[src/rtl/biriscv_compress_if.sv]
// biriscv_compress_if
//   Groups the instruction input handshake, the packed code-word output
//   handshake, flush request and status outputs of the RVC compressor.
//   Signal names keep the block-level direction suffixes so the bus maps
//   one-to-one onto the compressor's external pins.
//
//   in_valid_i / in_instr_i / in_ready_o : 32-bit instruction offer
//   flush_i                               : request to emit a held half-word
//   out_valid_o / out_word_o / out_ready_i: packed 32-bit code word
//   idle_o                                : nothing held, nothing pending
//   count_o                               : saturating compressed count
interface biriscv_compress_if;
    logic        in_valid_i;
    logic [31:0] in_instr_i;
    logic        in_ready_o;
    logic        flush_i;
    logic        out_valid_o;
    logic [31:0] out_word_o;
    logic        out_ready_i;
    logic        idle_o;
    logic [15:0] count_o;

    // Compressor side
    modport slave (
        input  in_valid_i,
        input  in_instr_i,
        input  flush_i,
        input  out_ready_i,
        output in_ready_o,
        output out_valid_o,
        output out_word_o,
        output idle_o,
        output count_o
    );

    // Producer / consumer side
    modport master (
        output in_valid_i,
        output in_instr_i,
        output flush_i,
        output out_ready_i,
        input  in_ready_o,
        input  out_valid_o,
        input  out_word_o,
        input  idle_o,
        input  count_o
    );
endinterface

[src/rtl/biriscv_compress.sv]
// biriscv_compress
//   Converts a stream of RV32I instructions into a dense stream of 32-bit
//   code words. Instructions that have a compact RVC form (C.LWSP, C.SWSP,
//   C.LW, C.SW, C.J, C.JAL, C.JR, C.JALR, C.BEQZ, C.BNEZ) are shrunk to 16
//   bits; everything else passes through unchanged. Parcels are packed
//   little-end first: bits [15:0] of an output word are the earlier parcel.
//   A single 16-bit hold register carries a leftover parcel between words.
//
//   clk_i  : clock, rising edge
//   rst_ni : asynchronous active-low reset
//   bus    : biriscv_compress_if.slave (input handshake, output handshake,
//            flush request, idle flag, saturating compressed-instruction count)
module biriscv_compress (
    input  logic              clk_i,
    input  logic              rst_ni,
    biriscv_compress_if.slave bus
);

    typedef enum logic [0:0] {
        ST_EMPTY = 1'b0,
        ST_HALF  = 1'b1
    } state_t;

    localparam logic [15:0] C_NOP = 16'h0001;

    // Returns {compressible, rvc_parcel}. The parcel is zero when the
    // instruction has no compact form. Checks are ordered so the stack-
    // pointer forms win over the register-window forms.
    function automatic logic [16:0] compress_fn(input logic [31:0] instr);
        logic [6:0]  op;
        logic [2:0]  f3;
        logic [4:0]  rd;
        logic [4:0]  rs1;
        logic [4:0]  rs2;
        logic [11:0] imm_i;
        logic [11:0] imm_s;
        logic [20:0] imm_j;
        logic [12:0] imm_b;
        logic        is_lw;
        logic        is_sw;
        logic        rd_c;
        logic        rs1_c;
        logic        rs2_c;
        logic [16:0] res;
        op    = instr[6:0];
        f3    = instr[14:12];
        rd    = instr[11:7];
        rs1   = instr[19:15];
        rs2   = instr[24:20];
        imm_i = instr[31:20];
        imm_s = {instr[31:25], instr[11:7]};
        imm_j = {instr[31], instr[19:12], instr[20], instr[30:21], 1'b0};
        imm_b = {instr[31], instr[7], instr[30:25], instr[11:8], 1'b0};
        is_lw = (op == 7'b0000011) && (f3 == 3'b010);
        is_sw = (op == 7'b0100011) && (f3 == 3'b010);
        // x8..x15 are the registers reachable through a 3-bit field
        rd_c  = (rd[4:3] == 2'b01);
        rs1_c = (rs1[4:3] == 2'b01);
        rs2_c = (rs2[4:3] == 2'b01);

        if (is_lw && (rs1 == 5'd2) && (rd != 5'd0) &&
            (imm_i[11:8] == 4'd0) && (imm_i[1:0] == 2'd0)) begin
            res = {1'b1, 3'b010, imm_i[5], rd, imm_i[4:2], imm_i[7:6], 2'b10};
        end else if (is_sw && (rs1 == 5'd2) &&
                     (imm_s[11:8] == 4'd0) && (imm_s[1:0] == 2'd0)) begin
            res = {1'b1, 3'b110, imm_s[5:2], imm_s[7:6], rs2, 2'b10};
        end else if (is_lw && rd_c && rs1_c &&
                     (imm_i[11:7] == 5'd0) && (imm_i[1:0] == 2'd0)) begin
            res = {1'b1, 3'b010, imm_i[5:3], rs1[2:0], imm_i[2], imm_i[6],
                   rd[2:0], 2'b00};
        end else if (is_sw && rs2_c && rs1_c &&
                     (imm_s[11:7] == 5'd0) && (imm_s[1:0] == 2'd0)) begin
            res = {1'b1, 3'b110, imm_s[5:3], rs1[2:0], imm_s[2], imm_s[6],
                   rs2[2:0], 2'b00};
        end else if ((op == 7'b1101111) && (rd[4:1] == 4'd0) &&
                     ((imm_j[20:11] == 10'h000) || (imm_j[20:11] == 10'h3FF))) begin
            // Offset fits in 12 signed bits when its top bits are a pure sign extension
            res = {1'b1, (rd[0] ? 3'b001 : 3'b101), imm_j[11], imm_j[4],
                   imm_j[9:8], imm_j[10], imm_j[6], imm_j[7], imm_j[3:1],
                   imm_j[5], 2'b01};
        end else if ((op == 7'b1100111) && (f3 == 3'b000) && (rd[4:1] == 4'd0) &&
                     (rs1 != 5'd0) && (imm_i == 12'd0)) begin
            res = {1'b1, 3'b100, rd[0], rs1, 5'd0, 2'b10};
        end else if ((op == 7'b1100011) && (f3[2:1] == 2'b00) && (rs2 == 5'd0) &&
                     rs1_c && ((imm_b[12:8] == 5'h00) || (imm_b[12:8] == 5'h1F))) begin
            res = {1'b1, (f3[0] ? 3'b111 : 3'b110), imm_b[8], imm_b[4:3],
                   rs1[2:0], imm_b[7:6], imm_b[2:1], imm_b[5], 2'b01};
        end else begin
            res = {1'b0, 16'h0000};
        end
        return res;
    endfunction

    state_t      state_r;
    state_t      state_nxt_s;
    logic [15:0] hold_r;
    logic [15:0] hold_nxt_s;
    logic        out_valid_r;
    logic        out_valid_nxt_s;
    logic [31:0] out_word_r;
    logic [31:0] out_word_nxt_s;
    logic [15:0] count_r;
    logic [15:0] count_nxt_s;

    logic        slot_free_s;
    logic        in_ready_s;
    logic        accept_s;
    logic        flush_fire_s;
    logic [16:0] comp_s;
    logic        is16_s;
    logic [15:0] c16_s;

    // Output slot can take a new word when empty or being drained this cycle
    assign slot_free_s  = !out_valid_r || bus.out_ready_i;
    assign in_ready_s   = !bus.flush_i && slot_free_s;
    assign accept_s     = bus.in_valid_i && in_ready_s;
    assign flush_fire_s = bus.flush_i && (state_r == ST_HALF) && slot_free_s;
    assign comp_s       = compress_fn(bus.in_instr_i);
    assign is16_s       = comp_s[16];
    assign c16_s        = comp_s[15:0];

    // Next-state, packing and counter logic
    always_comb begin
        state_nxt_s     = state_r;
        hold_nxt_s      = hold_r;
        out_valid_nxt_s = out_valid_r && !bus.out_ready_i;
        out_word_nxt_s  = out_word_r;
        count_nxt_s     = count_r;
        if (accept_s) begin
            case (state_r)
                ST_EMPTY: begin
                    if (is16_s) begin
                        hold_nxt_s  = c16_s;
                        state_nxt_s = ST_HALF;
                    end else begin
                        out_valid_nxt_s = 1'b1;
                        out_word_nxt_s  = bus.in_instr_i;
                    end
                end
                ST_HALF: begin
                    out_valid_nxt_s = 1'b1;
                    if (is16_s) begin
                        out_word_nxt_s = {c16_s, hold_r};
                        hold_nxt_s     = 16'h0000;
                        state_nxt_s    = ST_EMPTY;
                    end else begin
                        // A 32-bit instruction straddles the word boundary
                        out_word_nxt_s = {bus.in_instr_i[15:0], hold_r};
                        hold_nxt_s     = bus.in_instr_i[31:16];
                    end
                end
                default: begin
                    hold_nxt_s  = 16'h0000;
                    state_nxt_s = ST_EMPTY;
                end
            endcase
            if (is16_s && (count_r != 16'hFFFF)) begin
                count_nxt_s = count_r + 16'd1;
            end else begin
                count_nxt_s = count_r;
            end
        end else if (flush_fire_s) begin
            // Pad the leftover parcel with a C.NOP so the word is complete
            out_valid_nxt_s = 1'b1;
            out_word_nxt_s  = {C_NOP, hold_r};
            hold_nxt_s      = 16'h0000;
            state_nxt_s     = ST_EMPTY;
        end else begin
            hold_nxt_s  = hold_r;
            state_nxt_s = state_r;
        end
    end

    // State, hold parcel, output slot and counter registers
    always_ff @(posedge clk_i or negedge rst_ni) begin
        if (!rst_ni) begin
            state_r     <= ST_EMPTY;
            hold_r      <= 16'h0000;
            out_valid_r <= 1'b0;
            out_word_r  <= 32'h0000_0000;
            count_r     <= 16'h0000;
        end else begin
            state_r     <= state_nxt_s;
            hold_r      <= hold_nxt_s;
            out_valid_r <= out_valid_nxt_s;
            out_word_r  <= out_word_nxt_s;
            count_r     <= count_nxt_s;
        end
    end

    assign bus.in_ready_o  = in_ready_s;
    assign bus.out_valid_o = out_valid_r;
    assign bus.out_word_o  = out_word_r;
    assign bus.count_o     = count_r;
    assign bus.idle_o      = (state_r == ST_EMPTY) && !out_valid_r;

endmodule

[src/flat_wrapper.sv]
// flat-port wrapper written by rule: the top's interface ports become plain ports
module biriscv_compress_flat 
  (clk_i, rst_ni, bus_in_valid_i, bus_in_instr_i, bus_flush_i, bus_out_ready_i, bus_in_ready_o, bus_out_valid_o, bus_out_word_o, bus_idle_o, bus_count_o);
  biriscv_compress_if bus_i ();
  input  logic clk_i;
  input  logic rst_ni;
  input wire logic [$bits(bus_i.in_valid_i)-1:0] bus_in_valid_i;
  input wire logic [$bits(bus_i.in_instr_i)-1:0] bus_in_instr_i;
  input wire logic [$bits(bus_i.flush_i)-1:0] bus_flush_i;
  input wire logic [$bits(bus_i.out_ready_i)-1:0] bus_out_ready_i;
  output wire logic [$bits(bus_i.in_ready_o)-1:0] bus_in_ready_o;
  output wire logic [$bits(bus_i.out_valid_o)-1:0] bus_out_valid_o;
  output wire logic [$bits(bus_i.out_word_o)-1:0] bus_out_word_o;
  output wire logic [$bits(bus_i.idle_o)-1:0] bus_idle_o;
  output wire logic [$bits(bus_i.count_o)-1:0] bus_count_o;
  assign bus_i.in_valid_i = bus_in_valid_i;
  assign bus_i.in_instr_i = bus_in_instr_i;
  assign bus_i.flush_i = bus_flush_i;
  assign bus_i.out_ready_i = bus_out_ready_i;
  assign bus_in_ready_o = bus_i.in_ready_o;
  assign bus_out_valid_o = bus_i.out_valid_o;
  assign bus_out_word_o = bus_i.out_word_o;
  assign bus_idle_o = bus_i.idle_o;
  assign bus_count_o = bus_i.count_o;
  biriscv_compress u_core (.clk_i(clk_i), .rst_ni(rst_ni), .bus(bus_i));
endmodule
[config.mk]
export PLATFORM = sky130hd
export DESIGN_NAME = biriscv_compress_flat
export DESIGN_NICKNAME = d
export VERILOG_FILES = /design/src/rtl/biriscv_compress_if.sv /design/src/rtl/biriscv_compress.sv /design/src/flat_wrapper.sv
export SDC_FILE = /design/constraint.sdc
export NUM_CORES = 1
export LEC_CHECK = 0
export ABC_AREA = 1
export CAP_MARGIN = 20
export CORE_ASPECT_RATIO = 1.75
export CORE_MARGIN = 1.5
export CORE_UTILIZATION = 35
export DETAILED_ROUTE_END_ITERATION = 6
export PLACE_DENSITY_LB_ADDON = 0.25
export SYNTH_ARGS = -nofsm -noshare
export SYNTH_HDL_FRONTEND = slang
export SYNTH_SLANG_ARGS = --single-unit
[constraint.sdc]
create_clock -name clk_i -period 1.95 [get_ports clk_i]
set_input_delay 0.4875 -clock clk_i [delete_from_list [all_inputs] [get_ports clk_i]]
set_output_delay 0.4875 -clock clk_i [all_outputs]
set_load 0.01 [all_outputs]
Word level (Yosys, flattened, before mapping)

Index checks and enable logic that the tools add are counted.

Add/subtract/negate cells: 1
Eq/ne operators: 15
Muxes and demuxes: 28
Bitwise gates (word level): 1
Reduce and logical (&&, ||, !) cells: 57

Operators with widths:

| kind                                                                   | number |
|---|---|
| 32-bit two-way mux                                                     | 4 |
| 17-bit two-way mux                                                     | 7 |
| 16-bit two-way mux                                                     | 4 |
| 32-bit case mux with 2 select lines                                    | 1 |
| 1-bit logical AND                                                      | 34 |
| 16-bit case mux with 2 select lines                                    | 1 |
| 7-bit equality test (second input constant)                            | 3 |
| 16-bit by 1-bit adder with 16-bit output (second input constant)       | 1 |
| 16-bit inequality test (second input constant)                         | 1 |
| 5-bit zero test                                                        | 3 |
| 12-bit zero test                                                       | 1 |
| 10-bit equality test (second input constant)                           | 1 |
| 10-bit zero test                                                       | 1 |
| 5-bit nonzero test                                                     | 2 |
| 4-bit zero test                                                        | 2 |
| 1-bit two-way mux                                                      | 8 |
| 7-bit by 2-bit equality test with 1-bit output (second input constant) | 1 |
| 7-bit by 6-bit equality test with 1-bit output (second input constant) | 1 |
| 2-bit by 1-bit equality test with 1-bit output (second input constant) | 3 |
| 2-bit zero test                                                        | 3 |
| 3-bit inequality test (second input constant)                          | 2 |
| 2-bit AND reduction                                                    | 3 |
| 5-bit by 2-bit equality test with 1-bit output (second input constant) | 1 |
| 5-bit equality test (second input constant)                            | 1 |
| 8 further kinds                                                        | 13 |

Register bits: 66
Input bits: 37
Output and inout port bits: 51
Word-level logic and storage cells: 107

Logic depth before layout (Yosys ltp)

Gate-level depths: netlist of the first run.

Depth after elaboration: 15
Gate-level depth with buffers: 20
Depth with buffers taken out: 18

Worst setup path before layout of the first run

Ideal clock, no wire load.

Kind: input port to flip-flop
Start point: input port bus_in_instr_i[9]
End point: register u_core.out_word_r[12] (netlist: u_core.bus.out_word_o[12])
Library setup time: 0.133 ns
Data arrival time: 2.364 ns
Data required time: 1.817 ns
Path slack: -0.547 ns
Stages on the path: 18
Buffers on the path: 3
Path through: inv_2 -> nand2_1 -> nor2_4 -> nand2_2 -> nand3_1 -> nor2_2 -> nor2_4 -> nand3_4 -> buf_6 -> ha_1 -> nor2_1 -> inv_1 -> nand2_1 -> inv_1 -> buf_2 -> buf_2 -> nand2_1 -> o21ai_0

Longest elaborated chain between the ends: 12
Elaborated cells on any way between the ends: 18
Those cells by class: eq/ne: 1; mux: 6; reduce/logical: 11

Ends and longest elaborated chain:

| item                                     | line                                           | text |
|---|---|---|
| from (decl)                              | flat_wrapper.sv:8                              | `input wire logic [$bits(bus_i.in_instr_i)-1:0] bus_in_instr_i;` |
| 4-bit zero test                          | biriscv_compress.sv:75, biriscv_compress.sv:81 |  |
| 1-bit logical AND (2 in series)          | biriscv_compress.sv:81                         | `end else if ((op == 7'b1100111) && (f3 == 3'b000) && (rd[4:1] == 4'd0) &&` |
| 1-bit logical AND                        | biriscv_compress.sv:82                         | `(rs1 != 5'd0) && (imm_i == 12'd0)) begin` |
| 17-bit two-way mux                       | biriscv_compress.sv:81                         |  |
| 17-bit two-way mux                       | biriscv_compress.sv:75                         | `end else if ((op == 7'b1101111) && (rd[4:1] == 4'd0) &&` |
| 17-bit two-way mux                       | biriscv_compress.sv:71                         | `end else if (is_sw && rs2_c && rs1_c &&` |
| 17-bit two-way mux                       | biriscv_compress.sv:67                         | `end else if (is_lw && rd_c && rs1_c &&` |
| 17-bit two-way mux                       | biriscv_compress.sv:64                         | `end else if (is_sw && (rs1 == 5'd2) &&` |
| 17-bit two-way mux *                     | biriscv_compress.sv:61                         | `if (is_lw && (rs1 == 5'd2) && (rd != 5'd0) &&` |
| 3-bit inequality test (no source line) * | --                                             |  |
| 2-bit AND reduction (no source line) *   | --                                             |  |
| to (signal assigned)                     | biriscv_compress.sv:186                        | `out_word_r <= out_word_nxt_s;` |
| to (decl)                                | biriscv_compress.sv:100                        | `logic [31:0] out_word_r;` |

Mark *: on every way between the ends. The rest lies on a longest branch, timed or not.
A chain may end at the register's enable or synchronous reset.

Final worst setup path of the first run

Start point: input port bus_in_instr_i[11]
End point: register u_core.hold_r[14]

Longest elaborated chain between the ends: 13
Elaborated cells on any way between the ends: 27
Those cells by class: eq/ne: 2; mux: 10; reduce/logical: 15

Ends and longest elaborated chain:

| item                                  | line                                             | text |
|---|---|---|
| 4-bit zero test                       | biriscv_compress.sv:75, biriscv_compress.sv:81   |  |
| 1-bit logical AND (2 in series)       | biriscv_compress.sv:81                           |  |
| 1-bit logical AND                     | biriscv_compress.sv:82                           |  |
| 17-bit two-way mux                    | biriscv_compress.sv:81                           |  |
| 17-bit two-way mux                    | biriscv_compress.sv:75                           |  |
| 17-bit two-way mux                    | biriscv_compress.sv:71                           |  |
| 17-bit two-way mux                    | biriscv_compress.sv:67                           |  |
| 17-bit two-way mux                    | biriscv_compress.sv:64                           |  |
| 17-bit two-way mux *                  | biriscv_compress.sv:61                           |  |
| 16-bit two-way mux (on tied branches) | biriscv_compress.sv:142, biriscv_compress.sv:132 |  |
| 16-bit case mux with 2 select lines   | biriscv_compress.sv:130                          | `case (state_r)` |
| 16-bit two-way mux                    | biriscv_compress.sv:129                          | `if (accept_s) begin` |
| to (signal assigned)                  | biriscv_compress.sv:184                          | `hold_r <= hold_nxt_s;` |
| to (decl)                             | biriscv_compress.sv:96                           | `logic [15:0] hold_r;` |

Mark *: on every way between the ends. The rest lies on a longest branch, timed or not. The select of a mux whose other input is x is not followed.

==> metrics.yaml, run 1 <==
critical_path:
  start_kind: "input port"
  worstSetupPathType: "input port to register"
  rrSetupSlack_ns: 0.16
  cp_data_required_time_ns: 2.19
  worst-path-max-fanout: 5
  end_kind: "register"
  arrival_ns: 2.36
layout:
  drive_gt1_share_pct: 43.5
  area_delta_synth_final_pct: 78.3
  multi_input_area_um2: 3430
  fillers: 1198
  antenna_cells: 0
  regArea_um2: 1650
  final_net_count: 1056
placed_design:
  io_buffers: 87
  place_congestion: 1.01
  dp_slack_ns: -1.01
  dp_hpwl_um: 17100
floorplan:
  num_rows: 56
  core-area_um2: 13500
  die_x_um: 92.0
  die_y_um: 159
  start_util_pct: 36.1
  dieArea_um2: 14600
  ioPinCount: 88
cts:
  cts_buffer_depth: 2
  clock-root-buffer: "clkbuf_16"
  cts.clk_slew.worst_paths_ns: 0.06
  cts.sinks: 66
  cts_tree: "built"
  insertion_delay_ns: 0.33
  cts.htree.levels: 3
  cts_inserted_buffers: 9
global_route:
  first_global_vias: 6542
  grt_pass1_wl_um: 33500
  track_usage_pct: 30.2
  gr-total-overflow: 0
  grt_start_max_net_pins: 67
  antenna_found_initial: 0
synthesis:
  synthTopCellsByArea: "dfrtp_1 34%, nand2_1 18%, nand3_1 6.3%"
  synth_nets: 769
  synth_area_per_cell_um2: 6.66
  syn_area_um2: 4860
  yosys_warnings: 0
  yosys.area.top_type: "dfrtp_1"
  postSynthCellCount: 729
  yosysSeqAreaShare_pct: 34.0
  yosys.cell_types.count: 39
  ys_ff_latch: 66
  synth_top_area_share_pct: 34.0
timing:
  maxSlewViolCount: 0
  tightest_slew_ns: 0.440
  finalClockSkew_ns: 0.00583
  hold_viol_final: 0
  fmax_ghz: 0.472
  fin_crit_ns: 2.12
  setup_viol_count_final: 47
  min_period_over_period_pct: 109
  relSlewSlack_pct: 70.4
  rsz0062_at_grt: "yes"
  setup_ws_ns: -0.170
detailed_routing:
  vias_per_cell: 5.19
  ant_nets: 0
  wirelength_um: 21700
  vias: 6207
  first_pass_iters: 5
  drc: 0
  dr.first_iter.drc_count: 410
  wl_per_cell_um: 18.2
power:
  switching_power_mw: 1.98
  internal_power_mw: 4.01
  sequentialPowerShare_pct: 33.0
  powerDensity_nw_per_um2: 692
  switching_share_pct: 33.1
  leakagePower_nw: 4.23
  clock_power_share_pct: 29.2
  ir_drop_v: 0.000447
  p_total_mw: 5.99
  p_comb_share_pct: 37.8
job:
  drv_cap: 0
worst_hold_path:
  holdCritPathClass: "input port to async pin"
status:
  outcome: "finished with violations"
  violations: "negative setup slack"
==> kinds of logic after synthesis <==
group | count (synthesis) | synth area share, %
xor gates and xnor gates | 15 | 2.71
and+or+nand+nor | 429 | 41.7
adders and majority gates | 3 | 0.773
DFF | 66 | 34.0
AOI/OAI and AO/OA | 115 | 12.5
buffers and inverters | 101 | 8.27
==> synthesized netlist by cell type (all sizes together) <==
library cell and instances:
a21oi 33, a22oi 2, buf 7, clkbuf 12
clkinv 3, dfrtp 66, ha 3, inv 79
nand2 240, nand3 67, nand3b 2, nand4 27
nor2 82, nor3 8, nor3b 1, nor4 1
nor4b 1, o211ai 2, o21a 1, o21ai 74
o21bai 3, xnor2 6, xor2 9
==> layer usage <==
metal | up-vias | global-route usage (%) | part of all wire (%)
li1 | 2950 | - | -
met1 | 2906 | 27.3 | 32
met2 | 243 | 57.2 | 56
met3 | 108 | 3.40 | 3.0
met4 | 0 | 25.8 | 9.4
met5 | - | 0 | 0
==> repair_timing <==
item                                    CTS  global route
hold endpoints to repair                  0             0
pin swaps                                57            51
gates cloned                              4             0
hold buffers                              0             0
buffers inserted                         43            10
resized for setup                       248           126
endpoints found under the setup margin   67            66
==> state kept, by name (all words and copies together) (netlist names) <==
register,cells
u_core.hold_r,16
u_core.bus.out_valid_o,1
u_core.bus.out_word_o,32
u_core.state_r,1
u_core.bus.count_o,16
==> critical path, stage by stage <==
cell,delay [ns]
buf_4,0.14
inv_8,0.05
nand2_4,0.04
nor2_4,0.13
buf_12,0.13
buf_6,0.10
nand3_4,0.08
nor2_4,0.15
nor2_4,0.07
nand2_2,0.10
nor2_4,0.05
ha_4,0.16
nor2_4,0.14
inv_4,0.08
buf_6,0.12
a21oi_2,0.09
nand2_1,0.10
o21ai_1,0.14
==> stage by stage <==
| stage | instances | TNS, ns | instance area (µm²) | hold slack, ns | util [%] |
|---|---|---|---|---|---|
| 2_1_floorplan | 729 | -12.05 | 5000 | 0.192 | - |
| 3_3_place_gp | 1130 | -58.09 | 7210 | 0.460 | 53.6 |
| 3_5_place_dp | 1130 | -59.51 | 7210 | 0.461 | 53.6 |
| 4_1_cts | 1192 | -1.32 | 8280 | 0.175 | 61.5 |
| 5_1_grt | 1195 | -6.75 | 8660 | 0.190 | 64.4 |
| 6_report | 1195 | -2.61 | 8660 | 0.151 | 64.4 |
==> power groups by stage <==
stage / Combinational [mW] / Clock, mW / Sequential, mW
after global routing: 2.44 / 1.82 / 2.02
after detailed placement: 1.93 / 0 / 1.97
after floorplan: 0.748 / 0 / 2.03
after global placement: 1.90 / 0 / 1.96
final: 2.27 / 1.75 / 1.98
after CTS: 2.13 / 1.77 / 1.95
==> path summary, 6_finish.rpt <==
path | from | end | depth (start not counted)
max in group asynchronous | rst_ni | u_core.bus.count_o[4] | 2
setup / recovery | bus_in_instr_i[11] | u_core.hold_r[14] | 18
hold reg to reg | u_core.bus.out_word_o[25] | u_core.bus.out_word_o[25] | 2
min in group clk_i | u_core.bus.out_word_o[25] | u_core.bus.out_word_o[25] | 2
hold / removal | rst_ni | u_core.bus.out_word_o[1] | 2
setup reg to reg | u_core.bus.count_o[4] | u_core.bus.count_o[14] | 7
==> placed cells by master (no fill, tap or decap), drive strengths merged <==
master / count
nand2: 240
buf: 237
nor2: 82
inv: 76
o21ai: 74
nand3: 67
dfrtp: 66
clkdlybuf4s50: 53
a21oi: 33
nand4: 27
clkbuf: 11
xor2: 9
nor3: 8
clkinv: 8
xnor2: 6
o21bai: 3
ha: 3
clkdlybuf4s15: 3
nand3b: 2
clkinvlp: 2
a22oi: 2
bufinv: 2
o211ai: 2
o21a: 1
nor4b: 1
nor3b: 1
nor4: 1
dlygate4sd2: 1
==> layout make-up <==
| cell class | count | area share, % |
|---|---|---|
| clock inverter | 5 | 0.896 |
| timing repair inverter | 1 | 0.130 |
| tap | 174 | 2.51 |
| multi-input combinational | 562 | 39.6 |
| clock buffer | 11 | 2.80 |
| timing repair buffer | 294 | 30.2 |
| sequential | 66 | 19.1 |
| inverter | 82 | 4.71 |
Note: power is estimated with default switching activity, not from simulation.
==> inputs of run 2 (changes only) <==
--- a/config.mk
+++ b/config.mk
@@ -12,6 +12,7 @@
 export CORE_UTILIZATION = 35
 export DETAILED_ROUTE_END_ITERATION = 6
 export PLACE_DENSITY_LB_ADDON = 0.25
+export SLEW_MARGIN = 0
 export SYNTH_ARGS = -nofsm -noshare
 export SYNTH_HDL_FRONTEND = slang
 export SYNTH_SLANG_ARGS = --single-unit
==> results of run 2 <==
No change in the layout: final DEF, timing and power equal those of run 1.
